<file path="config.mk">
export PLATFORM = sky130hd
export DESIGN_NAME = mem_stage_ctrl
export DESIGN_NICKNAME = d
export VERILOG_FILES = /design/src/rtl/mem_stage_ctrl_pkg.sv /design/src/rtl/mem_stage_ctrl_reg.sv /design/src/rtl/mem_stage_ctrl.sv
export SDC_FILE = /design/constraint.sdc
export NUM_CORES = 1
export LEC_CHECK = 0
export BUFFER_PORTS_ARGS = -buffer_cell sky130_fd_sc_hd__buf_4
export CAP_MARGIN = 20
export CORE_MARGIN = 1
export CORE_UTILIZATION = 43
export DETAILED_ROUTE_END_ITERATION = 16
export GPL_TIMING_DRIVEN = 0
export PLACE_DENSITY = 0.75
export SETUP_SLACK_MARGIN = 0.2
export SLEW_MARGIN = 20
export SYNTH_ARGS = -nofsm -noshare
export SYNTH_HDL_FRONTEND = slang
export SYNTH_SLANG_ARGS = --single-unit
</file>
<file path="constraint.sdc">
create_clock -name clk -period 1.63 [get_ports clk]
set_input_delay 0.489 -clock clk [delete_from_list [all_inputs] [get_ports clk]]
set_output_delay 0.489 -clock clk [all_outputs]
set_load 0.05 [all_outputs]
</file>
<file path="src/rtl/mem_stage_ctrl_pkg.sv">
// Shared definitions for the MEM stage controller: FSM state encoding,
// write-back source select codes and the word-alignment helper.
package mem_stage_ctrl_pkg;

  typedef enum logic [1:0] {
    ST_IDLE = 2'd0,
    ST_REQ  = 2'd1,
    ST_DONE = 2'd2
  } state_e;

  // Write-back source select codes carried through MEM/WB untouched
  localparam logic [1:0] SEL_ALU = 2'd0;
  localparam logic [1:0] SEL_MEM = 2'd1;
  localparam logic [1:0] SEL_PC  = 2'd2;
  localparam logic [1:0] SEL_LT  = 2'd3;

  // Memory is word addressed on the bus; drop the byte offset
  function automatic logic [31:0] word_align(input logic [31:0] addr);
    return {addr[31:2], 2'b00};
  endfunction

endpackage

</file>
<file path="src/rtl/mem_stage_ctrl_reg.sv">
// Pipeline register with load enable and a bubble override.
// bubble has priority over load_en and forces bubble_val into the register.
module mem_stage_ctrl_reg #(
  parameter int WIDTH = 32
) (
  input  logic             clk,
  input  logic             rst,
  input  logic             load_en,
  input  logic             bubble,
  input  logic [WIDTH-1:0] bubble_val,
  input  logic [WIDTH-1:0] d,
  output logic [WIDTH-1:0] q
);

  logic [WIDTH-1:0] q_r;

  // Storage: reset clears, bubble injects, load captures, otherwise hold
  always_ff @(posedge clk) begin
    if (rst) begin
      q_r <= '0;
    end else if (bubble) begin
      q_r <= bubble_val;
    end else if (load_en) begin
      q_r <= d;
    end else begin
      q_r <= q_r;
    end
  end

  assign q = q_r;

endmodule

</file>
<file path="src/rtl/mem_stage_ctrl.sv">
// MEM stage controller: issues one memory request per load/store, stalls the
// front of the pipeline while the access is outstanding, abandons the access
// after TIMEOUT_CYCLES cycles in REQ, and feeds the MEM/WB register.
module mem_stage_ctrl
  import mem_stage_ctrl_pkg::*;
#(
  parameter int TIMEOUT_CYCLES = 255
) (
  input  logic        clk,
  input  logic        rst,
  // EX/MEM
  input  logic [31:0] next_pc_in,
  input  logic [31:0] alu_res_in,
  input  logic [31:0] mem_write_data_in,
  input  logic [4:0]  reg_dest_in,
  input  logic        mem_write_en_in,
  input  logic        mem_read_en_in,
  input  logic        reg_write_en_in,
  input  logic [1:0]  reg_data_sel_in,
  input  logic        less_than_in,
  // Memory bus
  output logic        mem_req,
  output logic        mem_we,
  output logic [31:0] mem_addr,
  output logic [31:0] mem_wdata,
  input  logic        mem_ack,
  input  logic [31:0] mem_rdata,
  // Pipeline control
  output logic        stall,
  output logic        bus_err,
  // MEM/WB
  output logic [31:0] next_pc_out,
  output logic [31:0] alu_res_out,
  output logic [31:0] read_data_out,
  output logic [4:0]  reg_dest_out,
  output logic        reg_write_en_out,
  output logic [1:0]  reg_data_sel_out,
  output logic        less_than_out
);

  localparam int CW = $clog2(TIMEOUT_CYCLES + 1);
  localparam logic [CW-1:0] TIMEOUT_LAST = CW'(TIMEOUT_CYCLES);

  state_e         state_r;
  state_e         state_nxt_s;
  logic           mem_op_s;
  logic           stall_s;
  logic           mem_req_s;
  logic           ack_s;
  logic           timeout_s;
  logic           mwb_load_s;
  logic [CW-1:0]  wait_cnt_r;
  logic [CW-1:0]  wait_cnt_inc_s;
  logic [31:0]    mem_addr_r;
  logic [31:0]    mem_wdata_r;
  logic           mem_we_r;
  logic [31:0]    rdata_r;
  logic [31:0]    read_data_s;
  logic           bus_err_r;

  assign mem_op_s       = mem_read_en_in | mem_write_en_in;
  assign wait_cnt_inc_s = wait_cnt_r + CW'(1);

  // Next-state and per-state control decode
  always_comb begin
    state_nxt_s = state_r;
    stall_s     = 1'b0;
    mem_req_s   = 1'b0;
    ack_s       = 1'b0;
    timeout_s   = 1'b0;
    case (state_r)
      ST_IDLE: begin
        if (mem_op_s) begin
          stall_s     = 1'b1;
          state_nxt_s = ST_REQ;
        end else begin
          state_nxt_s = ST_IDLE;
        end
      end
      ST_REQ: begin
        stall_s   = 1'b1;
        mem_req_s = 1'b1;
        if (mem_ack) begin
          ack_s       = 1'b1;
          state_nxt_s = ST_DONE;
        end else if (wait_cnt_inc_s == TIMEOUT_LAST) begin
          timeout_s   = 1'b1;
          state_nxt_s = ST_DONE;
        end else begin
          state_nxt_s = ST_REQ;
        end
      end
      ST_DONE: begin
        // EX/MEM still shows the finished instruction; never restart it
        state_nxt_s = ST_IDLE;
      end
      default: begin
        state_nxt_s = ST_IDLE;
      end
    endcase
  end

  // FSM state register
  always_ff @(posedge clk) begin
    if (rst) begin
      state_r <= ST_IDLE;
    end else begin
      state_r <= state_nxt_s;
    end
  end

  // Wait counter: cycles spent in REQ for the current access
  always_ff @(posedge clk) begin
    if (rst) begin
      wait_cnt_r <= '0;
    end else if (state_r == ST_REQ) begin
      wait_cnt_r <= wait_cnt_inc_s;
    end else begin
      wait_cnt_r <= '0;
    end
  end

  // Request attributes latched on entry to REQ and held until the access ends
  always_ff @(posedge clk) begin
    if (rst) begin
      mem_addr_r  <= 32'h0;
      mem_wdata_r <= 32'h0;
      mem_we_r    <= 1'b0;
    end else if ((state_r == ST_IDLE) && mem_op_s) begin
      mem_addr_r  <= word_align(alu_res_in);
      mem_wdata_r <= mem_write_data_in;
      mem_we_r    <= mem_write_en_in;
    end else begin
      mem_addr_r  <= mem_addr_r;
      mem_wdata_r <= mem_wdata_r;
      mem_we_r    <= mem_we_r;
    end
  end

  // Completion capture: read data on ack (zero for writes), zero and error on timeout
  always_ff @(posedge clk) begin
    if (rst) begin
      rdata_r   <= 32'h0;
      bus_err_r <= 1'b0;
    end else begin
      bus_err_r <= timeout_s;
      if (ack_s) begin
        rdata_r <= mem_we_r ? 32'h0 : mem_rdata;
      end else if (timeout_s) begin
        rdata_r <= 32'h0;
      end else begin
        rdata_r <= rdata_r;
      end
    end
  end

  // Stall-driven outputs are forced low while reset is asserted
  assign stall     = stall_s & ~rst;
  assign mem_req   = mem_req_s & ~rst;
  assign bus_err   = bus_err_r & ~rst;
  assign mem_addr  = mem_addr_r;
  assign mem_wdata = mem_wdata_r;
  assign mem_we    = mem_we_r;

  // MEM/WB advances whenever the pipeline is not stalled
  assign mwb_load_s  = ~stall_s;
  assign read_data_s = (state_r == ST_DONE) ? rdata_r : 32'h0;

  mem_stage_ctrl_reg #(.WIDTH(32)) u_next_pc (
    .clk(clk), .rst(rst), .load_en(mwb_load_s), .bubble(1'b0),
    .bubble_val(32'h0), .d(next_pc_in), .q(next_pc_out)
  );

  mem_stage_ctrl_reg #(.WIDTH(32)) u_alu_res (
    .clk(clk), .rst(rst), .load_en(mwb_load_s), .bubble(1'b0),
    .bubble_val(32'h0), .d(alu_res_in), .q(alu_res_out)
  );

  mem_stage_ctrl_reg #(.WIDTH(32)) u_read_data (
    .clk(clk), .rst(rst), .load_en(mwb_load_s), .bubble(1'b0),
    .bubble_val(32'h0), .d(read_data_s), .q(read_data_out)
  );

  mem_stage_ctrl_reg #(.WIDTH(5)) u_reg_dest (
    .clk(clk), .rst(rst), .load_en(mwb_load_s), .bubble(1'b0),
    .bubble_val(5'd0), .d(reg_dest_in), .q(reg_dest_out)
  );

  // Register write enable is the only field cleared while stalled
  mem_stage_ctrl_reg #(.WIDTH(1)) u_reg_write_en (
    .clk(clk), .rst(rst), .load_en(1'b1), .bubble(stall_s),
    .bubble_val(1'b0), .d(reg_write_en_in), .q(reg_write_en_out)
  );

  mem_stage_ctrl_reg #(.WIDTH(2)) u_reg_data_sel (
    .clk(clk), .rst(rst), .load_en(mwb_load_s), .bubble(1'b0),
    .bubble_val(2'd0), .d(reg_data_sel_in), .q(reg_data_sel_out)
  );

  mem_stage_ctrl_reg #(.WIDTH(1)) u_less_than (
    .clk(clk), .rst(rst), .load_en(mwb_load_s), .bubble(1'b0),
    .bubble_val(1'b0), .d(less_than_in), .q(less_than_out)
  );

endmodule
</file>
Yosys cells after proc, flatten, opt, wreduce, memory -nomap -nowiden
Cells that the tools add are included.
{ "word_totals": {"reg_bits": 211, "inputBits": 142, "out_inout_bits": 173} }
{ "op_classes": {"addsub": 1, "eq_ne": 3, "mux": 16, "n_bitwise": 6, "reduce_logical": 5} }
{ "op_table": {"columns": ["cell", "n"], "rows": [
  ["32-bit two-way mux", 4],
  ["8-bit by 1-bit adder with 8-bit output, second input constant", 1],
  ["8-bit equality test, second input constant", 1],
  ["1-bit two-way mux", 8],
  ["2-bit two-way mux", 2],
  ["2-bit case mux with 2 select lines", 1],
  ["2-bit OR reduction", 2],
  ["1-bit bitwise AND", 3],
  ["2-bit by 1-bit equality test with 1-bit output, second input constant", 1],
  ["2-bit equality test, second input constant", 1],
  ["2-bit logical NOT", 1],
  ["1-bit inverter", 2],
  ["1-bit case mux with 2 select lines", 1],
  ["2-bit nonzero test", 1],
  ["1-bit logical AND", 1],
  ["1-bit bitwise OR", 1]
]} }

Depth between registers and ports, before layout
{ "depth": {"ltp_word": 7, "mapped_depth": 7, "mapped_depth_nobuf": 6} }

By module
From an unflattened synthesis, not the netlist that was laid out.
{ "hier_totals": {"cells_unflattened": 953, "hier_area_um2": 9152.5} }
{ "modules_own_cells": {"columns": ["module", "instances", "cells_each", "area_each_um2", "seq_area_each_um2"], "rows": [
  ["mem_stage_ctrl_reg at u_alu_res ...", 3, 142, 1510.2, 640.6],
  ["mem_stage_ctrl", 1, 486, 4191.5, 2122.0],
  ["mem_stage_ctrl_reg at u_reg_dest", 1, 22, 234.0, 100.1],
  ["mem_stage_ctrl_reg at u_less_than ...", 2, 5, 52.6, 20.0],
  ["mem_stage_ctrl_reg at u_reg_data_sel", 1, 9, 91.3, 40.0]
]} }

Least setup slack after synthesis
Ideal clock, no wire load.
{ "synth_path": {"path_kind": "input to output", "from": "in rst", "to": "out bus_err", "arrival_time_ps": 1546, "slack_ps": -405, "path_stages": 3, "n_path_buf": 2, "cell_sequence": "buf_2 buf_1 nor2b_1"} }
{ "synth_via": {"elab_chain_len": 2} }
{ "synth_lines": {"columns": ["element", "line", "rtl"], "rows": [
  ["start, declared", "mem_stage_ctrl.sv:10", "input logic rst,"],
  ["1-bit inverter", "mem_stage_ctrl.sv:160", "assign bus_err = bus_err_r & ~rst;"],
  ["1-bit bitwise AND", "mem_stage_ctrl.sv:160", null],
  ["end, declared", "mem_stage_ctrl.sv:30", "output logic bus_err,"]
]} }
No other way between the ends.

Worst setup path after layout
{ "layout_path": {"from": "reg state_r[0]", "to": "out stall"} }
{ "layout_via": {"elab_chain_len": 3, "word_cells_on_any_way": 4, "cone_classes": "eq/ne (1); mux (1); bitwise (1); reduce/logical (1)"} }
{ "layout_lines": {"columns": ["element", "line", "rtl"], "rows": [
  ["start, declared", "mem_stage_ctrl.sv:44", "state_e state_r;"],
  ["start signal, assigned", "mem_stage_ctrl.sv:108", "state_r <= state_nxt_s;"],
  ["2-bit by 1-bit equality test with 1-bit output / 2-bit logical NOT (equally long branches)", "mem_stage_ctrl.sv:71", "case (state_r)"],
  ["1-bit case mux with 2 select lines *", "mem_stage_ctrl.sv:71", null],
  ["1-bit bitwise AND *", "mem_stage_ctrl.sv:158", "assign stall = stall_s & ~rst;"],
  ["end, declared", "mem_stage_ctrl.sv:29", "output logic stall,"]
]} }
Every way passes the cells marked *; elsewhere a longest branch is shown, timed or not.

==> run_results.csv <==
group,metric,value,unit
floorplanning,rows,47,
final_layout,multi_input_area,3180,um^2
clock_tree,clockRootBuffer,"clkbuf_16",
final_layout,nFillCells,801,
grt,antenna_found_initial,0,
clock_tree,clock_sinks,211,
routing,drc,0,
final_layout,insertedDiodeCount,0,
synthesis,syn_avg_cell_area,9.91,um^2
floorplanning,io_pins,315,
setup_path,endpoint_kind,"output pin",
synthesis,async_flop_share,0,
synthesis,ys_ff_latch,211,
sta,rsz0062_at_grt,"yes",
synthesis,yosys.cell_count.top_type,"dfxtp_1",
floorplanning,die_area,17600,um^2
worst_hold_path,hp-class,"in2reg",
sta,fmaxAchievable,0.474,GHz
synthesis,ys_seq_area_frac,0.575,
outcome,outcome,"complete, but fails checks",
grt,globalRouteTotalUtil,0.296,
routing,wl_met1,11.5,mm
routing,dr_wl_met2,16.1,mm
routing,vias_per_cell,5.42,
routing,drtIter0Drc,380,
routing,wl_per_cell,21.8,um
power_and_ir_drop,powerDensity,1030,nW/um^2
sta,period_minus_slack,2.11,ns
synthesis,yosysTopAreaCell,"dfxtp_1",
sta,worst_slack,-0.481,ns
synthesis,synth_area,7350,um^2
synthesis,synth.distinct_cells,37,
routing,num_vias,7695,
sta,setup_viol,116,
setup_path,cp_data_required_time,1.14,ns
sta,finalMaxSlewViolations,0,
sta,period_share,1.29,
outcome,violations,"setup timing",
grt,grt_max_degree,14,
grt,grt-ovfl-total,0,
setup_path,worstPathMaxFanout,3,
power_and_ir_drop,leakagePower,6.14,nW
power_and_ir_drop,ir_worst_vdd,920,uV
synthesis,synth.area.top_cells,"dfxtp_1, a22o_1, nand2_1",
final_layout,stdcell_area,14100,um^2
routing,highest_layer,"met4",
routing,drt.antenna.violating_nets,0,
clock_tree,clk_pin_slew,0.06,ns
setup_path,cp-start-kind,"register",
placement,dp_hpwl,16.7,mm
sta,fin_setup_tns,-8.71,ns
placement,place.gp.congestion,0.807,
final_layout,syn2layout_area_growth,92.3,%
clock_tree,clk-insertion-delay-late,0.50,ns
clock_tree,cts_buffers,23,
synthesis,synth_edf_count,0,
sta,hold_viol_final,0,
grt,grt_pass1_wl,41.0,mm
floorplanning,die_w,133,um
sta,fin_skew,0.0123,ns
routing,dr.pass1.iters,6,
synthesis,yosysWarnings,0,
clock_tree,cts_tree,"done",
sta,relSlewSlack,0.605,
clock_tree,htreeDepth,1,
clock_tree,clockBufferDepth,3,
sta,tightest_slew,0.593,ns
setup_path,cp.arrival,1.62,ns
floorplanning,start_util,0.442,
synthesis,synth_common_cells,"dfxtp_1, nand2_1, a22o_1",
final_layout,final_nets,1330,
clock_tree,hold_buffers,0,
setup_path,timing_worst_setup_path_type,"reg2out",
routing,wl_met3,1.99,mm
synthesis,synth_ff_type,"dfxtp_1",
floorplanning,core,16600,um^2
placement,port_buffers,312,
grt,grt_pass1_vias,7431,
final_layout,drive_gt1_frac,0.623,
run,cap_violations,0,
placement,placed_area,10100,um^2
synthesis,yosys.area.top_type_share,0.575,
floorplanning,dieHeight,133,um
routing,routed_wl,31.0,mm
final_layout,regArea,4460,um^2
synthesis,synth_cells,742,
sta,whs,0.178,ns
critical path, cell delays in order, from the launching register on:
cell and delay [ns]:
dfxtp_4 0.35, buf_6 0.09, nor3_4 0.04, nor3_4 0.27, clkbuf_8 0.22, buf_8 0.14
worst paths after layout:
check                       end     startpoint  slack (ns)  depth (start not counted)
setup / recovery          stall     state_r[0]       -0.48                          5
hold / removal        bus_err_r        mem_ack        0.18                          2
setup reg to reg    rdata_r[14]     state_r[1]       -0.26                          9
hold reg to reg   mem_wdata[28]  mem_wdata[28]        0.47                          2
state kept, by name, indices dropped and copies added (netlist names), 5 cells and up:
| name | cells |
|---|---|
| mem_wdata | 32 |
| rdata_r | 32 |
| u_alu_res.q | 32 |
| u_next_pc.q | 32 |
| u_read_data.q | 32 |
| mem_addr | 30 |
| wait_cnt_r | 8 |
| u_reg_dest.q | 5 |
cells in the final DEF (no fill, tap or decap), types with 3 or more instances in the layout:
| cell | instances |
|---|---|
| dfxtp_4 | 9 |
| nor2b_1 | 26 |
| buf_8 | 173 |
| a21oi_1 | 61 |
| a22o_1 | 104 |
| nor2_1 | 8 |
| nand2b_1 | 32 |
| and2b_1 | 8 |
| o21ai_1 | 8 |
| buf_4 | 222 |
| nor2_4 | 3 |
| nand3_1 | 3 |
| clkbuf_8 | 10 |
| nand2_1 | 129 |
| clkbuf_16 | 40 |
| a21oi_2 | 4 |
| dfxtp_2 | 165 |
| clkbuf_1 | 16 |
| buf_12 | 15 |
| o21ai_2 | 24 |
| a22oi_2 | 26 |
| buf_6 | 25 |
| clkbuf_4 | 3 |
| dfxtp_1 | 37 |
| buf_2 | 7 |
| a22oi_1 | 6 |
| clkinv_2 | 4 |
stage by stage:
step	setup WS, ns	total power, mW	std cells	utilization
global route	-0.491	14.9	1420	0.849
detailed placement	-0.486	8.23	1275	0.605
CTS	-0.455	14.0	1364	0.780
global placement	-0.402	8.20	1275	0.605
finish	-0.481	14.5	1420	0.849
floorplan	0.00592	7.28	743	-
area by class of cell:
class / instances / share of cell area
Clock buffer: 33 / 0.0490
Clock inverter: 6 / 0.00407
Buffer: 62 / 0.0473
Sequential cell: 211 / 0.316
Multi-Input combinational cell: 468 / 0.225
Timing Repair Buffer: 418 / 0.338
Tap cell: 220 / 0.0195
Inverter: 2 / 0.00142
repair_timing:
action,CTS,global route
endpoints found under the setup margin,372,372
pin swaps,14,48
setup buffers,45,45
resized for setup,568,157
gates cloned,5,11
logic make-up (layout without fill, tap and decap cells):
family	after synthesis	in the layout	synth area share
buf+inv	64	521	0.0412
compound gates	238	238	0.229
simple gates	221	221	0.146
other cells	1	2	0.000510
flops	211	211	0.575
fa+ha+maj	2	2	0.00340
xor+xnor	5	5	0.00596
report_power, final:
group          total, mW  switching, mW  internal, mW
clock network       5.22           2.13          3.09
logic               3.53           1.90          1.63
registers           5.79          0.272          5.52
total               14.5           4.30          10.2
metal layers:
metal	vias to the layer above	global-route usage
met5	-	0
met4	0	0.115
met3	87	0.0701
met2	341	0.520
met1	3778	0.348
li1	3489	-
(Power assumes the default switching activity.)
